<file path="config.mk">
export PLATFORM = sky130hd
export DESIGN_NAME = seq_bin2bcd
export DESIGN_NICKNAME = d
export VERILOG_FILES = /design/src/rtl/seq_bin2bcd_pkg.sv /design/src/rtl/seq_bin2bcd_digit_adj.sv /design/src/rtl/seq_bin2bcd.sv
export SDC_FILE = /design/constraint.sdc
export NUM_CORES = 1
export LEC_CHECK = 0
export BUFFER_PORTS_ARGS = -buffer_cell sky130_fd_sc_hd__buf_2
export CAP_MARGIN = 20
export CORE_ASPECT_RATIO = 0.7
export CORE_MARGIN = 4
export CORE_UTILIZATION = 40
export CTS_BUF_LIST = sky130_fd_sc_hd__clkbuf_2 sky130_fd_sc_hd__clkbuf_4 sky130_fd_sc_hd__clkbuf_8
export DETAILED_ROUTE_END_ITERATION = 7
export PLACE_DENSITY = 0.69
export SYNTH_ARGS = -nofsm -noshare
export SYNTH_HDL_FRONTEND = slang
export SYNTH_HIERARCHICAL = 1
export SYNTH_SLANG_ARGS = --single-unit
</file>
<file path="constraint.sdc">
create_clock -name clk -period 2.2 [get_ports clk]
set_input_delay 0.33 -clock clk [delete_from_list [all_inputs] [get_ports clk]]
set_output_delay 0.33 -clock clk [all_outputs]
set_load 0.02 [all_outputs]
</file>
<file path="src/rtl/seq_bin2bcd_pkg.sv">
// Shared types and constants for the bit-serial binary-to-BCD converter.
package seq_bin2bcd_pkg;

    typedef enum logic [1:0] {
        IDLE  = 2'b00,
        SHIFT = 2'b01,
        DONE  = 2'b10
    } state_t;

    localparam int         BCD_DIGIT_W = 4;
    localparam logic [3:0] BCD_BLANK   = 4'hF;

endpackage

</file>
<file path="src/rtl/seq_bin2bcd_digit_adj.sv">
// Double-dabble digit correction: add 3 to one BCD digit when it is >= 5.
module bcd_digit_adj
    import seq_bin2bcd_pkg::*;
(
    input  logic [BCD_DIGIT_W-1:0] digit_in,
    output logic [BCD_DIGIT_W-1:0] digit_out
);

    always_comb begin
        digit_out = digit_in;
        if (digit_in >= 4'd5)
            digit_out = digit_in + 4'd3;
    end

endmodule

</file>
<file path="src/rtl/seq_bin2bcd.sv">
// Bit-serial double-dabble binary-to-BCD converter, one input bit per cycle.
// Optional leading-zero blanking is enabled by defining LEADING_ZERO_BLANK_EN.
module seq_bin2bcd
    import seq_bin2bcd_pkg::*;
#(
    parameter int IN_W   = 17,
    parameter int DIGITS = 6
) (
    input  logic                          clk,
    input  logic                          reset,
    input  logic                          in_valid,
    input  logic [IN_W-1:0]               in_data,
    input  logic                          in_ovf,
    output logic                          busy,
    output logic                          out_valid,
    output logic [BCD_DIGIT_W*DIGITS-1:0] out_bcd,
    output logic                          out_ovf
);

    localparam int BCD_W = BCD_DIGIT_W * DIGITS;
    localparam int CNT_W = $clog2(IN_W + 1);
    localparam logic [CNT_W-1:0] LAST_SHIFT = CNT_W'(IN_W - 1);

    state_t           state;
    logic             in_valid_d;
    logic             start;
    logic             ovf_cap;
    logic [IN_W-1:0]  bin_sr;
    logic [BCD_W-1:0] bcd_work;
    logic [BCD_W-1:0] bcd_adj;
    logic [BCD_W-1:0] bcd_final;
    logic [CNT_W-1:0] counter;

    assign start = in_valid & ~in_valid_d;

    for (genvar g = 0; g < DIGITS; g++) begin : g_adj
        bcd_digit_adj u_adj (
            .digit_in  (bcd_work[g*BCD_DIGIT_W +: BCD_DIGIT_W]),
            .digit_out (bcd_adj[g*BCD_DIGIT_W +: BCD_DIGIT_W])
        );
    end

`ifdef LEADING_ZERO_BLANK_EN
    logic nz_seen;

    // Scan from the top digit down; digit 0 is always shown.
    always_comb begin
        bcd_final = bcd_work;
        nz_seen   = 1'b0;
        for (int unsigned i = DIGITS - 1; i >= 1; i--) begin
            if (bcd_work[i*BCD_DIGIT_W +: BCD_DIGIT_W] != '0)
                nz_seen = 1'b1;
            if (!nz_seen)
                bcd_final[i*BCD_DIGIT_W +: BCD_DIGIT_W] = BCD_BLANK;
        end
    end
`else
    assign bcd_final = bcd_work;
`endif

    always_ff @(posedge clk or posedge reset) begin
        if (reset) begin
            state      <= IDLE;
            in_valid_d <= 1'b0;
            ovf_cap    <= 1'b0;
            bin_sr     <= '0;
            bcd_work   <= '0;
            counter    <= '0;
            busy       <= 1'b0;
            out_valid  <= 1'b0;
            out_bcd    <= '0;
            out_ovf    <= 1'b0;
        end else begin
            in_valid_d <= in_valid;
            out_valid  <= 1'b0;
            case (state)
                IDLE: begin
                    if (start) begin
                        bin_sr   <= in_data;
                        ovf_cap  <= in_ovf;
                        bcd_work <= '0;
                        counter  <= '0;
                        busy     <= 1'b1;
                        state    <= SHIFT;
                    end
                end
                SHIFT: begin
                    {bcd_work, bin_sr} <= {bcd_adj, bin_sr} << 1;
                    counter            <= counter + 1'b1;
                    if (counter == LAST_SHIFT)
                        state <= DONE;
                end
                DONE: begin
                    out_bcd   <= bcd_final;
                    out_ovf   <= ovf_cap;
                    out_valid <= 1'b1;
                    busy      <= 1'b0;
                    state     <= IDLE;
                end
                default: begin
                    busy  <= 1'b0;
                    state <= IDLE;
                end
            endcase
        end
    end

endmodule

</file>
==> impl_metrics.ini <==
[drt]
drc = 0
first_iter_violations = 143
avgViaCountPerCell = 5.03
wl_um = 7590
vias = 2764
drtAntennaViolNets = 0
firstDrtPassIters = 4
routedWlPerCell_um = 13.8

[global_route]
grt_max_degree = 36
use_met3 = 0.0462
first_global_vias = 2828
use_met1 = 0.189
track_usage = 0.146
grt_pass1_wl_um = 13400
overflow = 0
busiest_layer = met2
antenna_found_initial = 0
grtUsageMet2 = 0.227

[finish]
nets = 456
multi_input_area_um2 = 1730
drive_gt1_frac = 0.275
mostFrequentLayoutCell = nand2_1
register_area_um2 = 1930
diodes = 0
area_growth_pct = 14.8
postLayoutCoreUtil = 0.479
layout_common_cells = 78 x nand2_1, 77 x dfrtp_1, 47 x buf_2
nFillCells = 862

[worst_hold_path]
holdCritPathClass = in -> reg

[timing]
hold_viol = 0
relSlewSlack = 0.364
skew_ns = 0.00771
setup_violations = 0
fin_setup_tns_ns = 0
min_period_ns = 1.87
worst_pin_slew_ns = 0.950
final_max_slew_viol_count = 0
post-route-period-util = 0.851
grt_setup_unrepaired = no
clock.fmax_mhz = 534

[logic_synthesis]
netlist_instances = 371
yosys_warnings = 6
syn_nets = 406
synth_area_um2 = 3830
avgSynthCellArea_um2 = 10.3

[cts]
cts_root_buf = clkbuf_8
htreeDepth = 3
cts_buffer_depth = 2
cts_sinks = 77
numCtsBuffers = 9
clk_pin_slew_ns = 0.08
cts_tree = yes
worstSkewPairLatency_ns = 0.36

[run]
drv_cap = 0

[setup_path]
slowest_delay_ns = 0.74
critical_path.cell_chain = nor2b_2, nor2_1, a22o_1
cp_max_fo = 19
critPathLaunchType = register
critPathKind = reg -> reg
setup.worst_path.end_class = register
critPathArrivalTime_ns = 2.18
crit_family = simple AND/OR/NAND/NOR gates
cp.required_ns = 2.50
slowest_stage = nor2_1
crit_buf_inv = 0

[floorplanning]
start_util = 0.417
core_area_um2 = 9180
die_width_um = 125
die_h_um = 89.8
dieArea_um2 = 11200
ios = 48
rows = 29

[placement]
hpwl_um = 5170
io_buffers = 47
place_congestion = 0.800

[power]
p_leak_nw = 2.25
peakVddDrop_v = 0.000696
power.density_nw_per_um2 = 1420

[status]
status = finished, final reports clean
==> cell type report <==
type / count / area share
clock buffers: 13 / 0.0364
clock inverters: 2 / 0.00228
inverters: 18 / 0.0162
multi-input cells: 257 / 0.393
flip-flops and latches: 77 / 0.438
well taps: 124 / 0.0353
repair buffers: 58 / 0.0786
==> path summary, 6_finish.rpt <==
check                      slack (ns)            to       start  depth (start not counted)
min                              0.14    in_valid_d    in_valid                          1
min reg2reg                      0.48  bcd_final[0]  bin_sr[16]                          2
max reg2reg                      0.33     bin_sr[0]    state[0]                          3
max                              0.33     bin_sr[0]    state[0]                          3
max in group asynchronous        1.12          busy       reset                          4
min in group asynchronous        0.54   out_bcd[23]       reset                          3
==> per-stage QoR <==
stage	std cells	area (µm²)	setup WS, ns	total power [mW]	hold WS, ns
after floorplan	371	3830	0.683	4.59	0.361
final	549	4390	0.329	6.22	0.137
after CTS	548	4390	0.343	6.29	0.117
after detailed placement	532	4210	0.344	5.31	0.383
after global placement	532	4210	0.365	5.16	0.383
after global routing	549	4390	0.170	6.79	0.125
==> flip-flops by register name (all words and copies together), names as in the netlist <==
name,count
bcd_final,24
bin_sr,17
busy,1
counter,5
in_valid_d,1
out_bcd,24
out_ovf,1
out_valid,1
ovf_cap,1
state,2
==> power breakdown <==
group	internal, mW	switching, mW	total [mW]	leakage (nW)
clock	0.469	0.494	0.962	0.0935
sequential	2.01	0.538	2.55	0.994
combinational	1.18	1.53	2.71	1.16
total	3.66	2.56	6.22	2.25
==> repair_timing <==
item                       CTS  global route
setup endpoints to repair    0             0
setup buffers                0             0
hold endpoints to repair    18             0
hold buffers                 1             0
gates resized for setup      0             0
==> layer usage <==
layer,vias up,share of wire
met2,50,0.47
met3,16,0.040
li1,1364,-
met1,1334,0.47
met5,-,0
met4,0,0.017
Note: power is estimated with default switching activity, not from simulation.
